$ cat config.mk
export PLATFORM = sky130hd
export DESIGN_NAME = pad_frame_mux_flat
export DESIGN_NICKNAME = d
export VERILOG_FILES = /design/src/rtl/pad_frame_pkg.sv /design/src/rtl/pad_frame_mux_if.sv /design/src/rtl/reset_sync.sv /design/src/rtl/pad_frame_mux.sv /design/src/flat_wrapper.sv
export SDC_FILE = /design/constraint.sdc
export NUM_CORES = 1
export LEC_CHECK = 0
export CAP_MARGIN = 0
export CORE_UTILIZATION = 46
export DETAILED_ROUTE_END_ITERATION = 8
export GPL_TIMING_DRIVEN = 0
export PLACE_DENSITY = 0.85
export SLEW_MARGIN = 20
export SYNTH_ARGS = -nofsm -noshare
export SYNTH_HDL_FRONTEND = slang
export SYNTH_SLANG_ARGS = --single-unit
$ cat constraint.sdc
create_clock -name clk -period 1.3 [get_ports clk]
set_input_delay 0.26 -clock clk [delete_from_list [all_inputs] [get_ports clk]]
set_output_delay 0.26 -clock clk [all_outputs]
set_load 0.01 [all_outputs]
$ cat src/rtl/pad_frame_pkg.sv
// Shared types and helpers for the pad frame multiplexer.
package pad_frame_pkg;

    typedef enum logic [1:0] {
        IDLE = 2'd0,
        SCAN = 2'd1,
        WAIT = 2'd2
    } fsm_state_e;

    // Index width for n items, never below one bit so that single-value counters stay legal.
    function automatic int clog2_min1(input int n);
        return (n <= 2) ? 1 : $clog2(n);
    endfunction

endpackage

$ cat src/rtl/pad_frame_mux_if.sv
// Core-side inputs and pad-side outputs of the frame multiplexer.
interface pad_frame_mux_if #(
    parameter int NUM_CH   = 4,
    parameter int DATA_W   = 4,
    parameter int CNT_W    = 16,
    parameter int CH_IDX_W = pad_frame_pkg::clog2_min1(NUM_CH)
);
    logic                     en;
    logic                     mode;
    logic [NUM_CH*DATA_W-1:0] ch_data;
    logic [DATA_W-1:0]        pad_data;
    logic [CH_IDX_W-1:0]      pad_sel;
    logic                     pad_frame;
    logic                     pad_valid;
    logic [CNT_W-1:0]         frame_cnt;

    // Core side: supplies channel data and control, observes the pads.
    modport master (
        output en, mode, ch_data,
        input  pad_data, pad_sel, pad_frame, pad_valid, frame_cnt
    );

    // Multiplexer side.
    modport slave (
        input  en, mode, ch_data,
        output pad_data, pad_sel, pad_frame, pad_valid, frame_cnt
    );
endinterface

$ cat src/rtl/reset_sync.sv
// Two-flop reset synchroniser: asserts asynchronously, releases on the second clock edge.
module reset_sync (
    input  logic clk,
    input  logic arst_n_i,
    output logic rst_n_o
);
    logic [1:0] sync_q;

    // Shift a one in after reset release; clear both flops immediately on assertion.
    always_ff @(posedge clk or negedge arst_n_i) begin
        if (!arst_n_i) begin
            sync_q <= 2'b00;
        end else begin
            sync_q <= {sync_q[0], 1'b1};
        end
    end

    assign rst_n_o = sync_q[1];
endmodule

$ cat src/rtl/pad_frame_mux.sv
// Time-multiplexes NUM_CH channel words onto one pad group, one frame per snapshot.
// Pad outputs are registered, so a beat computed in a SCAN cycle shows on the pads one edge later.
module pad_frame_mux
    import pad_frame_pkg::*;
#(
    parameter int NUM_CH   = 4,
    parameter int DATA_W   = 4,
    parameter int HOLD_CYC = 2,
    parameter int CNT_W    = 16
) (
    input  logic          clk,
    input  logic          reset_n,
    pad_frame_mux_if.slave bus
);
    localparam int CH_IDX_W = clog2_min1(NUM_CH);
    localparam int HOLD_W   = clog2_min1(HOLD_CYC);

    logic                     rst_n;
    fsm_state_e               state_q, state_d;
    logic [NUM_CH*DATA_W-1:0] shadow_q, shadow_d;
    logic [CH_IDX_W-1:0]      ch_cnt_q, ch_cnt_d;
    logic [HOLD_W-1:0]        hold_cnt_q, hold_cnt_d;
    logic [CNT_W-1:0]         frame_cnt_q, frame_cnt_d;
    logic [DATA_W-1:0]        pad_data_q, pad_data_d;
    logic [CH_IDX_W-1:0]      pad_sel_q, pad_sel_d;
    logic                     pad_frame_q, pad_frame_d;
    logic                     pad_valid_q, pad_valid_d;
    logic [DATA_W-1:0]        beat;
    logic                     hold_last;
    logic                     ch_last;
    logic                     live_diff;

    reset_sync u_reset_sync (
        .clk      (clk),
        .arst_n_i (reset_n),
        .rst_n_o  (rst_n)
    );

    assign beat      = shadow_q[int'(ch_cnt_q)*DATA_W +: DATA_W];
    assign hold_last = (hold_cnt_q == HOLD_W'(HOLD_CYC - 1));
    assign ch_last   = (ch_cnt_q == CH_IDX_W'(NUM_CH - 1));
    assign live_diff = (bus.ch_data != shadow_q);

    // Next-state logic: frame sequencing, snapshot capture and pad output values.
    always_comb begin
        state_d     = state_q;
        shadow_d    = shadow_q;
        ch_cnt_d    = ch_cnt_q;
        hold_cnt_d  = hold_cnt_q;
        frame_cnt_d = frame_cnt_q;
        pad_data_d  = pad_data_q;
        pad_sel_d   = '0;
        pad_frame_d = 1'b0;
        pad_valid_d = 1'b0;

        case (state_q)
            IDLE: begin
                if (bus.en) begin
                    shadow_d   = bus.ch_data;
                    ch_cnt_d   = '0;
                    hold_cnt_d = '0;
                    state_d    = SCAN;
                end
            end
            SCAN: begin
                pad_data_d  = beat;
                pad_sel_d   = ch_cnt_q;
                pad_frame_d = (ch_cnt_q == '0);
                pad_valid_d = 1'b1;
                if (!hold_last) begin
                    hold_cnt_d = hold_cnt_q + 1'b1;
                end else begin
                    hold_cnt_d = '0;
                    if (!ch_last) begin
                        ch_cnt_d = ch_cnt_q + 1'b1;
                    end else begin
                        // Last beat of the frame: count it, then decide whether another follows.
                        ch_cnt_d    = '0;
                        frame_cnt_d = frame_cnt_q + 1'b1;
                        if (!bus.en) begin
                            state_d = IDLE;
                        end else if (!bus.mode || live_diff) begin
                            shadow_d = bus.ch_data;
                        end else begin
                            state_d = WAIT;
                        end
                    end
                end
            end
            WAIT: begin
                if (!bus.en) begin
                    state_d = IDLE;
                end else if (live_diff) begin
                    shadow_d   = bus.ch_data;
                    ch_cnt_d   = '0;
                    hold_cnt_d = '0;
                    state_d    = SCAN;
                end
            end
            default: begin
                state_d = IDLE;
            end
        endcase
    end

    // State, counters, snapshot and pad registers; reset aborts any frame in flight.
    always_ff @(posedge clk or negedge rst_n) begin
        if (!rst_n) begin
            state_q     <= IDLE;
            shadow_q    <= '0;
            ch_cnt_q    <= '0;
            hold_cnt_q  <= '0;
            frame_cnt_q <= '0;
            pad_data_q  <= '0;
            pad_sel_q   <= '0;
            pad_frame_q <= 1'b0;
            pad_valid_q <= 1'b0;
        end else begin
            state_q     <= state_d;
            shadow_q    <= shadow_d;
            ch_cnt_q    <= ch_cnt_d;
            hold_cnt_q  <= hold_cnt_d;
            frame_cnt_q <= frame_cnt_d;
            pad_data_q  <= pad_data_d;
            pad_sel_q   <= pad_sel_d;
            pad_frame_q <= pad_frame_d;
            pad_valid_q <= pad_valid_d;
        end
    end

    assign bus.pad_data  = pad_data_q;
    assign bus.pad_sel   = pad_sel_q;
    assign bus.pad_frame = pad_frame_q;
    assign bus.pad_valid = pad_valid_q;
    assign bus.frame_cnt = frame_cnt_q;
endmodule

$ cat src/flat_wrapper.sv
// flat-port wrapper written by rule: the top's interface ports become plain ports
module pad_frame_mux_flat import pad_frame_pkg::*;
#(
    parameter int NUM_CH   = 4,
    parameter int DATA_W   = 4,
    parameter int HOLD_CYC = 2,
    parameter int CNT_W    = 16
)
  (clk, reset_n, bus_en, bus_mode, bus_ch_data, bus_pad_data, bus_pad_sel, bus_pad_frame, bus_pad_valid, bus_frame_cnt);
  pad_frame_mux_if #(.NUM_CH(NUM_CH), .DATA_W(DATA_W), .CNT_W(CNT_W)) bus_i ();
  input  logic clk;
  input  logic reset_n;
  input wire logic [$bits(bus_i.en)-1:0] bus_en;
  input wire logic [$bits(bus_i.mode)-1:0] bus_mode;
  input wire logic [$bits(bus_i.ch_data)-1:0] bus_ch_data;
  output wire logic [$bits(bus_i.pad_data)-1:0] bus_pad_data;
  output wire logic [$bits(bus_i.pad_sel)-1:0] bus_pad_sel;
  output wire logic [$bits(bus_i.pad_frame)-1:0] bus_pad_frame;
  output wire logic [$bits(bus_i.pad_valid)-1:0] bus_pad_valid;
  output wire logic [$bits(bus_i.frame_cnt)-1:0] bus_frame_cnt;
  assign bus_i.en = bus_en;
  assign bus_i.mode = bus_mode;
  assign bus_i.ch_data = bus_ch_data;
  assign bus_pad_data = bus_i.pad_data;
  assign bus_pad_sel = bus_i.pad_sel;
  assign bus_pad_frame = bus_i.pad_frame;
  assign bus_pad_valid = bus_i.pad_valid;
  assign bus_frame_cnt = bus_i.frame_cnt;
  pad_frame_mux #(.NUM_CH(NUM_CH), .DATA_W(DATA_W), .HOLD_CYC(HOLD_CYC), .CNT_W(CNT_W)) u_core (.clk(clk), .reset_n(reset_n), .bus(bus_i));
endmodule
==> impl_metrics.ini, run 1 <==
[yosys]
synth_top_family_by_area = multiplexers
synthAdderAreaFrac_pct = 1.66
synth_xor_xnor_area_share_pct = 12.4
ys_warn_count = 0
synth_edf_count = 0
ys_dominant_reg_cell = dfrtp_1
syn-instance-count = 174
syn_area_per_cell_um2 = 13.0
synthSimpleGateAreaFrac_pct = 10.9
ys_types = 34
async_flop_share_pct = 100
muxShareOfSynthArea_pct = 16.3
synth_seq_area_share_pct = 52.0
synth_compound_area_share_pct = 3.48
ys_ff_latch = 47
syn_area_um2 = 2260
synth_nets = 197

[critical_path]
cp_data_required_time_ns = 1.49
worst-path-max-fanout = 10
startpoint_type = register
reg2regPathDepth = 7
crit_type = reg2reg
setup.worst_path.end_class = register
regToRegStartpoint = u_core.shadow_q[14]
arrival_ns = 2.12
worstSetupStartpoint = u_core.shadow_q[14]

[routing]
drc = 0
wl_um = 4940
vias = 1689
antenna_left = 0
drt_iter0_drc = 63
wl_per_cell_um = 14.8
firstDrtPassIters = 4
via_per_inst = 5.06

[grt]
grt_usage_pct = 20.6
grt_max_degree = 46
grt_antenna_before_repair = 0
globalRouteOverflowTotal = 0
grt_first_pass_wirelength_um = 8070
grt_pass1_vias = 1704

[floorplan]
io_pins = 44
rows = 25
die_x_um = 72.1
dieArea_um2 = 5200
core_area_um2 = 4720
die_height_um = 72.1
start_util_pct = 47.9

[pwr]
power_density_nw_per_um2 = 1990
power_w = 0.00679
ir_drop_uv = 1140
power_leakage_nw = 1.68

[cells_and_area]
antenna_cells = 0
n_fill_cell = 329
fin_util_pct = 72.3
layout.nets = 289
syn_to_final_growth_pct = 50.9
drive_above_1_share_pct = 41.2

[place]
place_congestion = 0.754
io_buffers = 43
dp_hpwl_um = 2860
place_ws_ns = -1.16

[run]
cap_violations = 0

[clock_tree]
cts_buffers = 5
cts_root_buf = clkbuf_8
clock_latency_ns = 0.30
cts_tree = yes
path_clk_slew_ns = 0.09
htreeDepth = 2
cts.sinks = 47
clockBufferDepth = 2

[sta]
clock.fmax_mhz = 517
relSlewSlack_pct = 62.1
hold_viol_final = 0
post-route-min-period_ns = 1.93
rsz0062_at_grt = true
setup_viol = 42
slew_viol_final = 0
worstMarginPinSlew_ns = 0.568
fin_worst_skew_ns = 0.00522
timing.final.crit_share_pct = 149
postLayoutSetupSlackWorst_ns = -0.634

[status]
outcome = finished, violations left
violations = negative setup slack

[min_path]
min_path_type = in2async
-- synth_stat cells (all sizes together), types with 2 or more instances --
cell type | count | share of area, %
mux2 | 21 | 12
dfrtp | 47 | 52
xnor2 | 27 | 10
nor3 | 3 | 0.66
clkbuf | 2 | 0.33
nor2 | 3 | 0.50
ha | 3 | 1.7
o21ai | 3 | 0.66
nand3 | 5 | 1.1
and3 | 4 | 1.1
a21oi | 4 | 0.88
and2 | 4 | 1.1
xor2 | 5 | 1.9
mux4 | 4 | 4.1
buf | 6 | 2.2
nand2 | 8 | 1.3
inv | 4 | 0.66
nand4 | 10 | 2.8
-- critical path, stage by stage (launching register included) --
cell and delay (ns):
dfrtp_1 0.43, xnor2_2 0.17, nand4_1 0.16, nor4_4 0.32, o21a_1 0.16, buf_6 0.13, buf_12 0.15, mux2_4 0.30
-- stage by stage --
stage               area (um^2)  setup TNS (ns)  instances  hold slack (ns)
detailed placement         2840          -26.60        284            0.342
finish                     3420          -16.03        334            0.106
CTS                        3290          -15.73        326            0.102
global route               3420          -19.37        334           0.0901
floorplan                  2320          -11.79        174          -0.0356
global placement           2840          -26.21        284            0.336
-- final timing paths --
path                                                       to  slack [ns]
min in group clk                u_core.u_reset_sync.sync_q[1]        0.36
worst min register to register        u_core.bus.frame_cnt[6]        0.33
worst min-delay path            u_core.u_reset_sync.sync_q[1]        0.11
worst max-delay path                      u_core.shadow_q[13]       -0.63
worst max register to register            u_core.shadow_q[13]       -0.63
max in group asynchronous                  u_core.ch_cnt_q[1]        0.55
-- final cells by class --
cell class              instances  area (um^2)  area share, %
inverters                       4         15.0          0.440
multi-input cells             115         1160           34.1
well taps                      67         83.8           2.45
clock buffers                   5         68.8           2.01
flip-flops and latches         47         1180           34.7
clock inverters                 3         67.6           1.98
plain buffers                   6         67.6           1.98
repair buffers                 87          764           22.4
-- repair_timing --
item | CTS | global route
setup endpoints to repair | 64 | 46
buffers inserted | 36 | 9
pin swaps | 30 | 13
resized for setup | 57 | 19
hold buffers | 0 | 0
-- placed cells by master (no fill, tap or decap), types with 3 or more instances in the layout --
cell | Yosys | routed
xnor2_2 | 0 | 5
inv_1 | 4 | 4
dfrtp_2 | 0 | 4
xnor2_1 | 27 | 22
nand4_1 | 10 | 10
mux2_2 | 11 | 3
mux4_2 | 3 | 4
a21oi_1 | 4 | 3
mux2_4 | 10 | 18
and2_1 | 4 | 3
clkdlybuf4s50_1 | 0 | 13
buf_4 | 0 | 36
clkbuf_8 | 0 | 6
dlygate4sd2_1 | 0 | 26
and3_1 | 4 | 3
nand3_1 | 5 | 3
buf_6 | 1 | 8
dfrtp_1 | 47 | 42
o21ai_0 | 3 | 3
xor2_1 | 5 | 5
nand2_1 | 8 | 6
-- cells by family (layout without fill, tap and decap cells) --
kind of cell | Yosys count | count (layout)
mux | 25 | 25
flops | 47 | 47
xor+xnor | 32 | 32
simple gates | 42 | 42
other cells | 1 | 1
fa+ha+maj | 3 | 3
buf+inv | 12 | 105
compound gates | 12 | 12
-- power breakdown --
group          internal (W)  switching (W)  leakage [nW]
combinational       0.00201        0.00111          1.04
clock              0.000766       0.000497        0.0644
sequential          0.00197       0.000438         0.577
-- state kept, by name, summed over array words and instances, names as in the netlist --
register	cells
u_core.hold_cnt_q	1
u_core.bus.pad_valid	1
u_core.bus.pad_frame	1
u_core.bus.pad_data	4
u_core.u_reset_sync.sync_q	2
u_core.state_q	2
u_core.ch_cnt_q	2
u_core.shadow_q	16
u_core.bus.frame_cnt	16
u_core.bus.pad_sel	2
-- per-layer routing --
metal  global-route usage (%)  routed length, um
met1                     24.5               2040
met4                     6.75                 53
met5                        0                  0
met3                     4.72                197
met2                     36.8               2650
Power figures use the tool's default switching activity.
==> inputs of run 2 (changes only) <==
--- a/config.mk
+++ b/config.mk
@@ -8,6 +8,7 @@
 export CAP_MARGIN = 0
 export CORE_UTILIZATION = 46
 export DETAILED_ROUTE_END_ITERATION = 8
+export GPL_ROUTABILITY_DRIVEN = 0
 export GPL_TIMING_DRIVEN = 0
 export PLACE_DENSITY = 0.85
 export SLEW_MARGIN = 20
==> constraint.sdc (replaced) <==
create_clock -name clk -period 1.3 [get_ports clk]
set_input_delay 0.26 -clock clk [delete_from_list [all_inputs] [get_ports clk]]
set_output_delay 0.26 -clock clk [all_outputs]
set_load 0.1 [all_outputs]
==> impl_metrics.ini, run 2 (synthesis results as in run 1) <==
[floorplan]
io_pins = 44
dieArea_um2 = 5200
start_util_pct = 47.9
die_height_um = 72.1
core_area_um2 = 4720
die_x_um = 72.1
rows = 25

[grt]
grt_first_pass_wirelength_um = 7980
grt_antenna_before_repair = 0
grt_usage_pct = 20.4
globalRouteOverflowTotal = 0
grt_max_degree = 46
grt_pass1_vias = 1621

[cells_and_area]
multi_input_area_um2 = 1160
n_fill_cell = 338
syn_to_final_growth_pct = 43.7
layout.nets = 269
post-route-cell-area_um2 = 3250
drive_above_1_share_pct = 50.2
antenna_cells = 0
regArea_um2 = 1220
final_cell_mix = buf_4 (29), dfrtp_1 (29), xnor2_1 (22), buf_6 (19), mux2_4 (16)

[sta]
setup_viol = 41
hold_viol_final = 0
timing.final.crit_share_pct = 149
clock.fmax_mhz = 516
post-route-min-period_ns = 1.94
rsz0062_at_grt = true
relSlewSlack_pct = 61.5
worstMarginPinSlew_ns = 0.577
fin_worst_skew_ns = 0.0132
postLayoutSetupSlackWorst_ns = -0.639
slew_viol_final = 0
whs_ns = 0.119

[place]
io_buffers = 43
dp_hpwl_um = 3000
place_area_um2 = 2880

[critical_path]
path_common_cell = buf_6
crit_type = in2reg
cp_data_required_time_ns = 1.48
reg2regPathDepth = 7
r2r_slack_ns = -0.64
setup.worst_path.end_class = register
path_cells = clkdlybuf4s50_1, xnor2_1, nand4_1, nor4_4, o21a_1, buf_6, buf_6, mux2_4
r2r_end = u_core.shadow_q[3]
worstSetupStartpoint = bus_ch_data[1]
worst-path-max-fanout = 4
arrival_ns = 2.12
slowest_stage = clkdlybuf4s50_1
cp_top_family = buffers and inverters
slowest_delay_ns = 0.50
startpoint_type = primary input
cp.buffers_inverters = 3
regToRegStartpoint = u_core.shadow_q[12]

[clock_tree]
path_clk_slew_ns = 0.07
clockBufferDepth = 2
cts_buffers = 5
clock_latency_ns = 0.31
cts_root_buf = clkbuf_8
cts-hold-fix-buffers = 0
cts_tree = yes
cts.sinks = 47
htreeDepth = 2

[status]
violations = negative setup slack
outcome = finished, violations left

[routing]
via_per_inst = 5.29
wl_um = 4860
drt_iter0_drc = 63
firstDrtPassIters = 4
drc = 0
vias = 1662
wl_per_cell_um = 15.5
antenna_left = 0

[min_path]
min_path_type = in2async

[pwr]
ir_drop_uv = 1550
power_density_nw_per_um2 = 2300
power_leakage_nw = 1.49

[run]
cap_violations = 0
## run 2: worst max path at each step
stage / end / slack (ns) / cells past startpoint
after floorplan: u_core.shadow_q[10] / -0.56 / 7
after global placement: u_core.shadow_q[10] / -1.14 / 8
after detailed placement: u_core.shadow_q[11] / -1.18 / 8
after CTS: u_core.shadow_q[11] / -0.71 / 8
after global routing: u_core.shadow_q[10] / -0.79 / 7
final: u_core.shadow_q[3] / -0.64 / 8
## run 2: report_power, final
group          internal (W)  total, W  switching, W
Clock              0.000383  0.000850      0.000468
Combinational       0.00193   0.00417       0.00224
Sequential          0.00200   0.00247      0.000471
## run 2: layer usage
metal  share of wire, %  track usage [%]
met1                 42             25.7
met2                 52             35.6
met3                4.4             4.31
met4                1.3             5.23
met5                  0                0
## run 2: layout make-up
cell class	instances	share of cell area (%)
tap	67	2.58
inverter	4	0.462
timing repair buffer	68	19.8
sequential	47	37.5
buffer	5	1.46
clock buffer	8	2.46
multi-input combinational	115	35.8
## run 2: metrics by stage
step | instances | total power, W | utilization (%) | setup slack, ns | setup TNS, ns
floorplan | 174 | 0.00533 | - | -0.561 | -12.19
global placement | 284 | 0.00602 | 61.0 | -1.14 | -36.76
detailed placement | 284 | 0.00612 | 61.0 | -1.18 | -37.86
CTS | 315 | 0.00753 | 67.9 | -0.711 | -16.05
global route | 314 | 0.00786 | 68.8 | -0.792 | -20.88
finish | 314 | 0.00749 | 68.8 | -0.639 | -16.44
## run 2: worst reg2reg max path, delay by kind of cell (launching register included)
| family | cells | cell delay (ns) |
|---|---|---|
| buf+inv | 2 | 0.25 |
| compound gates | 1 | 0.16 |
| mux | 1 | 0.30 |
| xor+xnor | 1 | 0.17 |
| simple gates | 2 | 0.52 |
| flops | 1 | 0.42 |
## run 2: timing repair
item                       4_1_cts  5_1_grt
pin swaps                       31       11
setup buffers                   25        5
resized for setup              176       24
gates cloned                     1        0
setup endpoints to repair       64       53
